[config.mk]
export PLATFORM = sky130hd
export DESIGN_NAME = fx_i2s_tx
export DESIGN_NICKNAME = d
export VERILOG_FILES = /design/src/rtl/fx_i2s_tx.sv
export SDC_FILE = /design/constraint.sdc
export NUM_CORES = 1
export LEC_CHECK = 0
export ABC_AREA = 1
export CORE_MARGIN = 2
export CORE_UTILIZATION = 39
export CTS_BUF_LIST = sky130_fd_sc_hd__clkbuf_16
export CTS_CLUSTER_SIZE = 16
export DETAILED_ROUTE_END_ITERATION = 10
export PLACE_DENSITY = 0.62
export SLEW_MARGIN = 20
export SYNTH_ARGS = -nofsm -noshare
export SYNTH_HDL_FRONTEND = slang
export SYNTH_SLANG_ARGS = --single-unit
[constraint.sdc]
create_clock -name clk -period 2.7 [get_ports clk]
set_input_delay 0.27 -clock clk [delete_from_list [all_inputs] [get_ports clk]]
set_output_delay 0.27 -clock clk [all_outputs]
set_load 0.02 [all_outputs]
[src/rtl/fx_i2s_tx.sv]
`default_nettype none
// ============================================================================
// Module   : fx_i2s_tx
// Purpose  : Stereo I2S transmitter at the end of the FX chain. Parallel
//            stereo samples arriving with a sample_en strobe are buffered in a
//            one-deep holding register and serialized MSB first as
//            bclk/lrclk/sdata in standard I2S framing (data delayed one bclk
//            after each lrclk edge). Sticky flags report rate mismatch.
// Ports    : clk         - system clock
//            reset       - asynchronous, active-high reset
//            audio_in    - stereo sample, [0]=left, [1]=right
//            sample_en   - one-cycle strobe, audio_in valid
//            status_clr  - clears underrun/overrun (a same-cycle set wins)
//            i2s_bclk    - bit clock
//            i2s_lrclk   - word select, 0=left slot, 1=right slot
//            i2s_sdata   - serial data, MSB first
//            frame_start - one-clk pulse when a frame enters the shifter
//            underrun    - sticky, frame loaded with no new sample pending
//            overrun     - sticky, pending sample overwritten before sending
// Revision : 1.0 - initial release
// ============================================================================
module fx_i2s_tx #(
   parameter int DATA_W   = 16,
   parameter int SLOT_W   = 32,
   parameter int BCLK_DIV = 4
) (
   input  logic                   clk,
   input  logic                   reset,
   input  logic [1:0][DATA_W-1:0] audio_in,
   input  logic                   sample_en,
   input  logic                   status_clr,
   output logic                   i2s_bclk,
   output logic                   i2s_lrclk,
   output logic                   i2s_sdata,
   output logic                   frame_start,
   output logic                   underrun,
   output logic                   overrun
);

   localparam int c_frame_w = 2 * SLOT_W;
   localparam int c_pad_w   = SLOT_W - DATA_W;
   localparam int c_div_w   = (BCLK_DIV > 1) ? $clog2(BCLK_DIV) : 1;
   localparam int c_bit_w   = (c_frame_w > 2) ? $clog2(c_frame_w) : 1;

   localparam logic [c_div_w-1:0] c_div_max = c_div_w'(BCLK_DIV - 1);
   localparam logic [c_bit_w-1:0] c_bit_max = c_bit_w'(c_frame_w - 1);
   localparam logic [c_bit_w-1:0] c_slot    = c_bit_w'(SLOT_W);

   logic [c_div_w-1:0]        r_div;
   logic                      r_bclk;
   logic                      r_lrclk;
   logic                      r_sdata;
   logic                      r_fs;
   logic                      r_under;
   logic                      r_over;
   logic [1:0][DATA_W-1:0]    r_hold;
   logic                      r_pend;
   logic                      r_first;
   logic [c_bit_w-1:0]        r_bit;
   logic [c_frame_w-1:0]      r_shift;

   logic                      w_wrap;
   logic                      w_fall;
   logic [c_bit_w-1:0]        w_bit_nxt;
   logic                      w_load;
   logic [1:0][DATA_W-1:0]    w_src;
   logic [c_frame_w-1:0]      w_frame;
   logic                      w_under_set;
   logic                      w_over_set;

   assign w_wrap    = (r_div == c_div_max);
   // Only the 1->0 bclk transition advances the serial state.
   assign w_fall    = w_wrap & r_bclk;
   assign w_bit_nxt = (r_bit == c_bit_max) ? '0 : r_bit + 1'b1;
   assign w_load    = w_fall & (w_bit_nxt == '0);

   // A strobe coinciding with the load goes straight into the frame.
   assign w_src     = sample_en ? audio_in : r_hold;

   // The very first load after reset has nothing meaningful to compare
   // against, so it never counts as an underrun.
   assign w_under_set = w_load & ~sample_en & ~r_pend & ~r_first;
   assign w_over_set  = sample_en & ~w_load & r_pend;

   // Each sample is left-justified in its slot; zero padding only exists
   // when the slot is wider than the sample.
   generate
      if (c_pad_w > 0) begin : g_pad
         assign w_frame = {w_src[0], {c_pad_w{1'b0}}, w_src[1], {c_pad_w{1'b0}}};
      end else begin : g_nopad
         assign w_frame = {w_src[0], w_src[1]};
      end
   endgenerate

   always_ff @(posedge clk or posedge reset) begin
      if (reset) begin
         r_div   <= '0;
         r_bclk  <= 1'b0;
         r_lrclk <= 1'b1;
         r_sdata <= 1'b0;
         r_fs    <= 1'b0;
         r_under <= 1'b0;
         r_over  <= 1'b0;
         r_hold  <= '0;
         r_pend  <= 1'b0;
         r_first <= 1'b1;
         r_bit   <= c_bit_max;
         r_shift <= '0;
      end else begin
         r_div <= w_wrap ? '0 : r_div + 1'b1;
         if (w_wrap) begin
            r_bclk <= ~r_bclk;
         end

         r_fs <= w_load;

         if (w_fall) begin
            r_bit   <= w_bit_nxt;
            r_lrclk <= (w_bit_nxt >= c_slot);
            // On a load tick this still emits the last bit of the old frame,
            // which gives the one-bclk I2S data delay after lrclk.
            r_sdata <= r_shift[c_frame_w-1];
            r_shift <= w_load ? w_frame : {r_shift[c_frame_w-2:0], 1'b0};
         end

         // Holding register only captures strobes outside the load cycle;
         // a bypassed sample is sent but not retained.
         if (w_load) begin
            r_pend  <= 1'b0;
            r_first <= 1'b0;
         end else if (sample_en) begin
            r_hold <= audio_in;
            r_pend <= 1'b1;
         end

         if (w_under_set) begin
            r_under <= 1'b1;
         end else if (status_clr) begin
            r_under <= 1'b0;
         end

         if (w_over_set) begin
            r_over <= 1'b1;
         end else if (status_clr) begin
            r_over <= 1'b0;
         end
      end
   end

   assign i2s_bclk    = r_bclk;
   assign i2s_lrclk   = r_lrclk;
   assign i2s_sdata   = r_sdata;
   assign frame_start = r_fs;
   assign underrun    = r_under;
   assign overrun     = r_over;

endmodule
`default_nettype wire

==> results.json, run 1 <==
{
  "synth-compound-area-share": 0.0490,
  "drive_above_1_share": 0.0685,
  "io_pins": 42,
  "endpoint_kind": "flop",
  "drv_slew": 0,
  "holdWs_ns": 0.376,
  "ff2ff_setup_slack_ns": 0.60,
  "setup_violations": 0,
  "worstSetupStartpointType": "flop",
  "synth_commonest_cells": "181 x nand2_1, 88 x dfrtp_1, 86 x nand3_1",
  "insertion_delay_ns": 0.34,
  "clk_pin_slew_ns": 0.06,
  "cp-endpoint": "r_hold[8]",
  "synth-simple-area-share": 0.260,
  "dp_slack_ns": 0.594,
  "cts_resized": 0,
  "fin_nets": 604,
  "timing.slew.headroom": 0.554,
  "critPathLaunch": "r_bit[0]",
  "drtAntennaViolNets": 0,
  "ys_top_cells_by_area": "dfrtp_1 49%, nand2_1 15%, nand3_1 9.5%",
  "cp_max_fo": 26,
  "syn_inst": 535,
  "grt_pass1_wl_um": 15800,
  "clk_path_buf_depth": 2,
  "avgSynthCellArea_um2": 8.44,
  "avgViaCountPerCell": 4.89,
  "layout_setup_ws_ns": 0.601,
  "placed_area_um2": 5070,
  "synth_xor_area_frac": 0,
  "antenna_found_initial": 0,
  "hold_violations": 0,
  "async_flop_share": 1.00,
  "reg2reg_from": "r_bit[0]",
  "tightest_slew_ns": 0.667,
  "fp.dieH_um": 112,
  "grt_overflow": 0,
  "period_share": 0.777,
  "holdBufCountCts": 0,
  "gp_congestion": 0.766,
  "drc_errors": 0,
  "wire_per_inst_um": 12.8,
  "cap_viol_max_count": 0,
  "peakVddDrop_uv": 363,
  "synthDistinctLibCells": 23,
  "first_pass_iters": 4,
  "p_leak_nw": 2.57,
  "fin_setup_tns_ns": 0,
  "synth_largest_area_cell": "dfrtp_1",
  "fin_util": 0.472,
  "gr-usage-all-layers": 0.155,
  "vias": 3480,
  "area_delta_synth_final_pct": 18.7,
  "ys_ff_latch": 96,
  "synth_fa_ha_area_frac": 0.00831,
  "cts_num_sinks": 96,
  "synth_top_area_share": 0.488,
  "hold_class": "in -> async",
  "fmax_mhz": 476,
  "port_buffers": 41,
  "clock_skew_ns": 0.00746,
  "final.min_clock_period_ns": 2.10,
  "worstPathArrival_ns": 2.36,
  "grt_max_degree": 52,
  "num_rows": 39,
  "rr_endpoint": "r_hold[8]",
  "dpl.cell_count": 697,
  "cts_tree": "built",
  "cts-root-buf": "clkbuf_16",
  "cts_made_buffers": 9,
  "critical_path_class": "reg -> reg",
  "synth_flop_cell": "dfrtp_1",
  "yosys_warnings": 0,
  "drt_iter0_markers": 183,
  "start_util": 0.397,
  "power_mw": 2.94,
  "synth_area_um2": 4520,
  "antenna_cells": 0,
  "rsz0062_at_grt": "false",
  "yosysMostFrequentCell": "nand2_1",
  "synth_top_family_by_area": "simple AND/OR/NAND/NOR gates",
  "design_area_um2": 5360,
  "wl_um": 9130,
  "htreeDepth": 3,
  "crit_required_ns": 2.96,
  "core_um2": 11400,
  "outcome": "completed",
  "dieArea_um2": 12500,
  "power.density_nw_per_um2": 548,
  "reg2reg_depth": 10,
  "ys_seq_area_frac": 0.534,
  "fin_cells": 712,
  "cts_setup_buffers": 0,
  "synth_edf_count": 0,
  "muxShareOfSynthArea": 0.0687,
  "dp_hpwl_um": 5680,
  "grt_pass1_vias": 3357,
  "synth_nets": 574,
  "die_w_um": 112
}
[power by group]
part / internal, mW / switching [mW] / total (mW)
logic: 0.0980 / 0.0937 / 0.192
clock network: 0.707 / 0.524 / 1.23
registers: 1.49 / 0.0257 / 1.51
[flip-flops by register name, summed over array words and instances (netlist names)]
register and count:
i2s_sdata 1, r_pend 1, overrun 1, r_hold 32, r_div 2, i2s_bclk 1, r_bit 6, r_shift 48
r_first 1, frame_start 1, i2s_lrclk 1, underrun 1
[cells by family after synthesis]
group,Yosys count
simple gates,279
flops,96
buf+inv,82
compound gates,44
mux,31
fa+ha+maj,3
[worst min path at each step]
stage | startpoint | endpoint | slack, ns | cells after the start
finish | reset | r_hold[11] | 0.38 | 2
CTS | reset | r_shift[54] | 0.39 | 2
detailed placement | r_div[0] | r_div[0] | 0.43 | 1
global route | reset | r_hold[19] | 0.42 | 2
global placement | r_div[0] | r_div[0] | 0.41 | 1
floorplan | status_clr | overrun | 0.38 | 1
[critical path, stage by stage, from the launching register on]
cell and delay (ns):
dfstp_2 0.59, ha_1 0.20, nand2_1 0.09, a21oi_1 0.18
nand2_1 0.11, nor2_4 0.13, nand2_2 0.06, inv_2 0.29
buf_12 0.22, nand2_1 0.07, o21ai_1 0.07
[routing by layer]
layer | track usage | vias up | share of wire
li1 | - | 1764 | -
met1 | 0.206 | 1648 | 0.47
met2 | 0.257 | 66 | 0.48
met3 | 0.0370 | 2 | 0.043
met4 | 0.0444 | 0 | 0.0039
met5 | 0 | - | 0
[area by class of cell]
type                    instances  area [um2]
repair buffers                 52         551
multi-input cells             357        1750
inverters                      49         188
fillers                      1101        6010
clock inverters                 6        61.3
well taps                     143         179
flip-flops and latches         96        2410
clock buffers                   9         225
[placed cells by master (no fill, tap or decap)]
| master | synthesis | final |
|---|---|---|
| a21oi_1 | 2 | 2 |
| buf_12 | 0 | 5 |
| buf_2 | 13 | 1 |
| buf_4 | 1 | 6 |
| bufinv_16 | 0 | 1 |
| clkbuf_16 | 0 | 9 |
| clkdlybuf4s50_1 | 0 | 40 |
| clkinv_1 | 2 | 3 |
| clkinv_2 | 0 | 1 |
| clkinvlp_4 | 0 | 4 |
| dfrtp_1 | 88 | 88 |
| dfstp_2 | 8 | 8 |
| ha_1 | 3 | 3 |
| inv_1 | 46 | 45 |
| inv_2 | 1 | 1 |
| mux2i_1 | 31 | 31 |
| nand2_1 | 181 | 181 |
| nand2_2 | 1 | 1 |
| nand3_1 | 86 | 86 |
| nand3_2 | 1 | 1 |
| nand4_1 | 2 | 2 |
| nor2_1 | 7 | 7 |
| nor2_4 | 1 | 1 |
| o21ai_0 | 11 | 11 |
| o21ai_1 | 30 | 30 |
| o22ai_1 | 1 | 1 |
Note: power is estimated with default switching activity, not from simulation.
==> inputs of run 2 (changes only) <==
==> constraint.sdc (replaced) <==
create_clock -name clk -period 1.8 [get_ports clk]
set_input_delay 0.18 -clock clk [delete_from_list [all_inputs] [get_ports clk]]
set_output_delay 0.18 -clock clk [all_outputs]
set_load 0.02 [all_outputs]
==> run 2 against run 1 <==
Against the previous run:
- the flow now finishes with violations (negative setup slack)
- clock power grew 56%
- sequential cell count is the same
- clock-buffer cell count is the same
- sequential share of layout area shrank 3.0 points
- utilization grew 3.3 points
- non-clock buffer count grew 16
- cell area grew 7.1%
- total power grew 53%
- via count grew 3.5%
- die area is the same
- critical path type unchanged
==> results.json, run 2 (synthesis results as in run 1) <==
{
  "holdBufCountCts": 0,
  "cts_num_sinks": 96,
  "period_share": 1.04,
  "vias": 3601,
  "layout_setup_ws_ns": -0.0716,
  "fillers": 1045,
  "drv_slew": 0,
  "crit_required_ns": 2.03,
  "grt_overflow": 0,
  "final.min_clock_period_ns": 1.87,
  "crit_buf_inv": 3,
  "dieArea_um2": 12500,
  "cts_made_buffers": 9,
  "setup_violations": 57,
  "hold_violations": 0,
  "violations": "negative setup slack",
  "wire_per_inst_um": 13.7,
  "gp_congestion": 0.762,
  "grt_pass1_vias": 3577,
  "drive_above_1_share": 0.118,
  "port_buffers": 41,
  "p_leak_nw": 2.71,
  "regMostFlops": "r_shift",
  "avgViaCountPerCell": 4.94,
  "rsz0062_at_grt": "true",
  "fin_util": 0.505,
  "fin_setup_tns_ns": -1.64,
  "tightest_slew_ns": 0.384,
  "worstPathArrival_ns": 2.11,
  "outcome": "complete, but fails checks",
  "worstSetupStartpointType": "flop",
  "cp_common_cell": "nand2_2",
  "num_rows": 39,
  "drt_iter0_markers": 196,
  "drtAntennaViolNets": 0,
  "timing.slew.headroom": 0.744,
  "top_regs": "r_shift (48), r_hold (32), r_bit (6)",
  "layout_common_cells": "176 x nand2_1, 88 x dfrtp_1, 81 x nand3_1",
  "hold_class": "in -> async",
  "path_cells": "ha_4 -> nand2_4 -> clkinv_1 -> nand2_2 -> nand2_2 -> nand2_2 -> nor2_4 -> buf_8 -> clkbuf_16 -> nand3_1 -> nand3_1 -> nand2_1",
  "antenna_cells": 0,
  "htreeDepth": 3,
  "clk_path_buf_depth": 2,
  "fin_cells": 729,
  "dpl.cell_count": 705,
  "power_mw": 4.48,
  "clk_pin_slew_ns": 0.07,
  "dp_hpwl_um": 5960,
  "multi_input_area_um2": 1830,
  "fmax_mhz": 534,
  "gr-usage-all-layers": 0.166,
  "seq_area_um2": 2410,
  "grt_pass1_wl_um": 16900,
  "cpPeakStageDelay_ns": 0.58,
  "start_util": 0.397,
  "path_depth": 12,
  "die_w_um": 112,
  "reg2reg_depth": 12,
  "endpoint_kind": "flop",
  "largest_reg_flops": 48,
  "cap_viol_max_count": 0,
  "insertion_delay_ns": 0.35,
  "power.density_nw_per_um2": 780,
  "critical_path_class": "reg -> reg",
  "grt_max_degree": 61,
  "cts_tree": "built",
  "antenna_found_initial": 0,
  "clock_skew_ns": 0.00719,
  "core_um2": 11400,
  "cts-root-buf": "clkbuf_16",
  "fin_nets": 620,
  "cpMaxStageDelayCell": "dfstp_2",
  "holdWs_ns": 0.153,
  "area_delta_synth_final_pct": 27.1,
  "cp_max_fo": 5,
  "layout_commonest_cell": "nand2_1",
  "io_pins": 42,
  "first_pass_iters": 6,
  "worst_path_dominant_cell_family": "simple AND/OR/NAND/NOR gates",
  "peakVddDrop_uv": 401,
  "fp.dieH_um": 112,
  "drc_errors": 0,
  "wl_um": 9960
}
## run 2: cell count changes in the layout (fill, tap and decap cells not counted), sizes merged
cell / before / now
buf: 12 / 24
clkbuf: 9 / 13
inv: 46 / 49
clkinvlp: 4 / 2
## run 2: layout make-up
cell class                 instances  share of cell area
clock inverter                     7              0.0124
inverter                          49              0.0336
sequential                        96               0.420
timing repair buffer              68               0.145
tap                              143              0.0312
multi-input combinational        357               0.318
clock buffer                       9              0.0392
## run 2: path summary, 6_finish.rpt
check | startpoint | endpoint | slack [ns]
worst max-delay path | r_bit[1] | r_shift[18] | -0.07
worst min register to register | r_div[0] | r_div[0] | 0.43
worst min-delay path | reset | r_hold[9] | 0.15
worst max register to register | r_bit[1] | r_shift[18] | -0.07
min in group clk | sample_en | r_hold[23] | 0.36
max in group asynchronous | reset | r_first | 1.05
## run 2: worst register-to-register path, delay by kind of cell (launching register included)
family / cells / cell delay [ns]
simple gates: 8 / 0.64
flops: 1 / 0.58
fa+ha+maj: 1 / 0.17
buf+inv: 3 / 0.38
## run 2: what timing repair did
item	in CTS	in global routing
endpoints found under the setup margin	71	84
buffers inserted	2	1
resized for setup	19	14
pin swaps	3	10
gates cloned	1	4
## run 2: stage by stage
| stage | setup WS (ns) | cell area (um2) |
|---|---|---|
| after floorplan | 0.0228 | 4530 |
| after global placement | -0.0379 | 5160 |
| after detailed placement | -0.0768 | 5160 |
| after CTS | -0.00438 | 5580 |
| after global routing | -0.192 | 5740 |
| final | -0.0716 | 5740 |
## run 2: power breakdown
part	switching (mW)	internal (mW)	total, mW	leakage (nW)
clock	0.843	1.08	1.92	0.145
sequential	0.0387	2.23	2.27	1.08
combinational	0.142	0.146	0.287	1.48
total	1.02	3.46	4.48	2.71
## run 2: routing by layer
metal / share of wire / wire length [um] / vias up / track usage
met3: 0.032 / 322 / 11 / 0.0348
met4: 0.014 / 142 / 0 / 0.0568
li1: - / - / 1808 / -
met1: 0.49 / 4840 / 1726 / 0.218
met2: 0.47 / 4650 / 56 / 0.274
met5: 0 / 0 / - / 0
==> inputs of run 3 (changes only) <==
--- a/config.mk
+++ b/config.mk
@@ -8,7 +8,8 @@
 export ABC_AREA = 1
 export CORE_MARGIN = 2
 export CORE_UTILIZATION = 39
-export CTS_BUF_LIST = sky130_fd_sc_hd__clkbuf_16
+export CTS_BUF_LIST = sky130_fd_sc_hd__clkbuf_2 sky130_fd_sc_hd__clkbuf_4 sky130_fd_sc_hd__clkbuf_8
+export CTS_CLUSTER_DIAMETER = 40
 export CTS_CLUSTER_SIZE = 16
 export DETAILED_ROUTE_END_ITERATION = 10
 export PLACE_DENSITY = 0.62
==> constraint.sdc (replaced) <==
create_clock -name clk -period 1.8 [get_ports clk]
set_input_delay 0.36 -clock clk [delete_from_list [all_inputs] [get_ports clk]]
set_output_delay 0.36 -clock clk [all_outputs]
set_load 0.02 [all_outputs]
==> run 3 against run 2 <==
Against the previous run:
- the flow still finishes with violations (negative setup slack)
- utilization rose by 0.26 points
- fmax fell by 2.9%
- clock power fell by 20%
- sequential cell count did not move
- critical path depth fell by 2
- register-to-register slack got worse by 0.06 ns
- cell area rose by 0.52%
- critical path type unchanged
- largest power group unchanged
==> results.json, run 3 (synthesis results as in run 1) <==
{
  "p_sw_uw": 915,
  "critical_path_class": "reg -> reg",
  "rsz0062_at_grt": "true",
  "outcome": "complete, but fails checks",
  "drt_iter0_markers": 225,
  "worstPathArrival_ns": 2.19,
  "grt_overflow": 0,
  "clk_path_buf_depth": 2,
  "drv_slew": 0,
  "gp_congestion": 0.755,
  "tightest_slew_ns": 0.394,
  "dp_slack_ns": -0.104,
  "holdWs_ns": 0.321,
  "routed.top_layer": "met4",
  "peakVddDrop_uv": 434,
  "largest_reg_flops": 48,
  "grt_pass1_vias": 3473,
  "violations": "negative setup slack",
  "reg2reg_from": "r_bit[0]",
  "drive_above_1_share": 0.124,
  "layout_common_cells": "177 x nand2_1, 88 x dfrtp_1, 83 x nand3_1",
  "power.density_nw_per_um2": 711,
  "top_regs": "r_shift (48), r_hold (32), r_bit (6)",
  "io_pins": 42,
  "fin_nets": 624,
  "pwr-share-seq": 0.553,
  "port_buffers": 41,
  "area_delta_synth_final_pct": 27.8,
  "reg2reg_depth": 10,
  "worstSetupStartpointType": "flop",
  "layout_setup_ws_ns": -0.128,
  "design_area_um2": 5770,
  "placed_area_um2": 5170,
  "hold_violations": 0,
  "switching_share": 0.223,
  "critPathLaunch": "r_bit[0]",
  "core_um2": 11400,
  "htreeDepth": 3,
  "drc_errors": 0,
  "cts_made_buffers": 9,
  "final.min_clock_period_ns": 1.93,
  "timing.slew.headroom": 0.737,
  "wire_per_inst_um": 14.1,
  "ff2ff_setup_slack_ns": -0.13,
  "grt_max_degree": 61,
  "insertion_delay_ns": 0.37,
  "cts-root-buf": "clkbuf_8",
  "cts_num_sinks": 96,
  "fmax_mhz": 519,
  "setup_violations": 83,
  "endpoint_kind": "flop",
  "wl_met1_um": 4780,
  "vias": 3645,
  "p_int_mw": 3.19,
  "fin_setup_tns_ns": -5.54,
  "met3_length_um": 452,
  "fin_util": 0.508,
  "first_pass_iters": 7,
  "p_leak_nw": 2.74,
  "rr_endpoint": "r_shift[61]",
  "dr_wl_met2_um": 5040,
  "start_util": 0.397,
  "drtAntennaViolNets": 0,
  "cap_viol_max_count": 0,
  "hold_class": "in -> async",
  "clock_skew_ns": 0.0101,
  "antenna_cells": 0,
  "dieArea_um2": 12500,
  "antenna_found_initial": 0,
  "grt_pass1_wl_um": 16700,
  "pwr-share-clk": 0.376,
  "power_mw": 4.10,
  "crit_required_ns": 2.06,
  "holdBufCountCts": 0,
  "dpl.cell_count": 706,
  "cp_max_fo": 8,
  "dp_hpwl_um": 5970,
  "period_share": 1.07,
  "wl_um": 10300,
  "avgViaCountPerCell": 4.97,
  "num_rows": 39,
  "p_comb_frac": 0.071,
  "cts_tree": "built",
  "fillers": 1058,
  "layout_commonest_cell": "nand2_1",
  "regMostFlops": "r_shift",
  "fin_cells": 733,
  "clk_pin_slew_ns": 0.09,
  "fp.dieH_um": 112,
  "gr-usage-all-layers": 0.164,
  "die_w_um": 112
}
run 3: changes by cell type in the layout (fill, tap and decap cells not counted), sizes merged:
cell	before	now
clkdlybuf4s50	40	39
clkinv	4	3
clkbuf	13	22
clkinvlp	2	1
inv	49	46
dlygate4sd2	0	1
run 3: critical path: stages, from the launching register on:
cell and delay [ns]:
dfstp_2 0.59, ha_4 0.18, nand3_4 0.10, nor2_4 0.14, nor2_2 0.07, nor2_4 0.21
buf_6 0.17, clkbuf_16 0.15, nand3_1 0.07, nand3_1 0.09, nand2_1 0.05
run 3: timing repair:
item	in CTS	in global routing
cloned	0	9
gates resized for setup	12	27
buffers inserted	1	1
pin swaps	2	5
endpoints found under the setup margin	74	85
run 3: power by group through the flow:
stage               logic [mW]  registers, mW  clock network, mW
global route             0.324           2.28               1.68
detailed placement       0.292           2.31                  0
finish                   0.289           2.27               1.54
global placement         0.286           2.31                  0
CTS                      0.293           2.27               1.59
floorplan                0.155           2.30                  0
run 3: layout make-up:
type | count | area [um2] | share of cell area
Clock buffer | 14 | 186 | 0.0323
Clock inverter | 2 | 35.0 | 0.00607
Inverter | 49 | 200 | 0.0347
Multi-Input combinational cell | 357 | 1830 | 0.318
Sequential cell | 96 | 2410 | 0.418
Tap cell | 143 | 179 | 0.0310
Timing Repair Buffer | 72 | 925 | 0.160
run 3: how the worst max path moves through the flow:
stage,slack [ns],endpoint,cells past startpoint
finish,-0.13,r_shift[61],10
global route,-0.21,r_shift[22],10
CTS,-0.04,r_hold[9],12
detailed placement,-0.10,r_hold[9],12
global placement,-0.03,r_hold[20],11
floorplan,0.02,r_hold[0],12
run 3: routing by layer:
| layer | vias up | track usage |
|---|---|---|
| met5 | - | 0 |
| met1 | 1749 | 0.229 |
| met2 | 74 | 0.258 |
| met4 | 0 | 0.0601 |
| li1 | 1816 | - |
| met3 | 6 | 0.0321 |
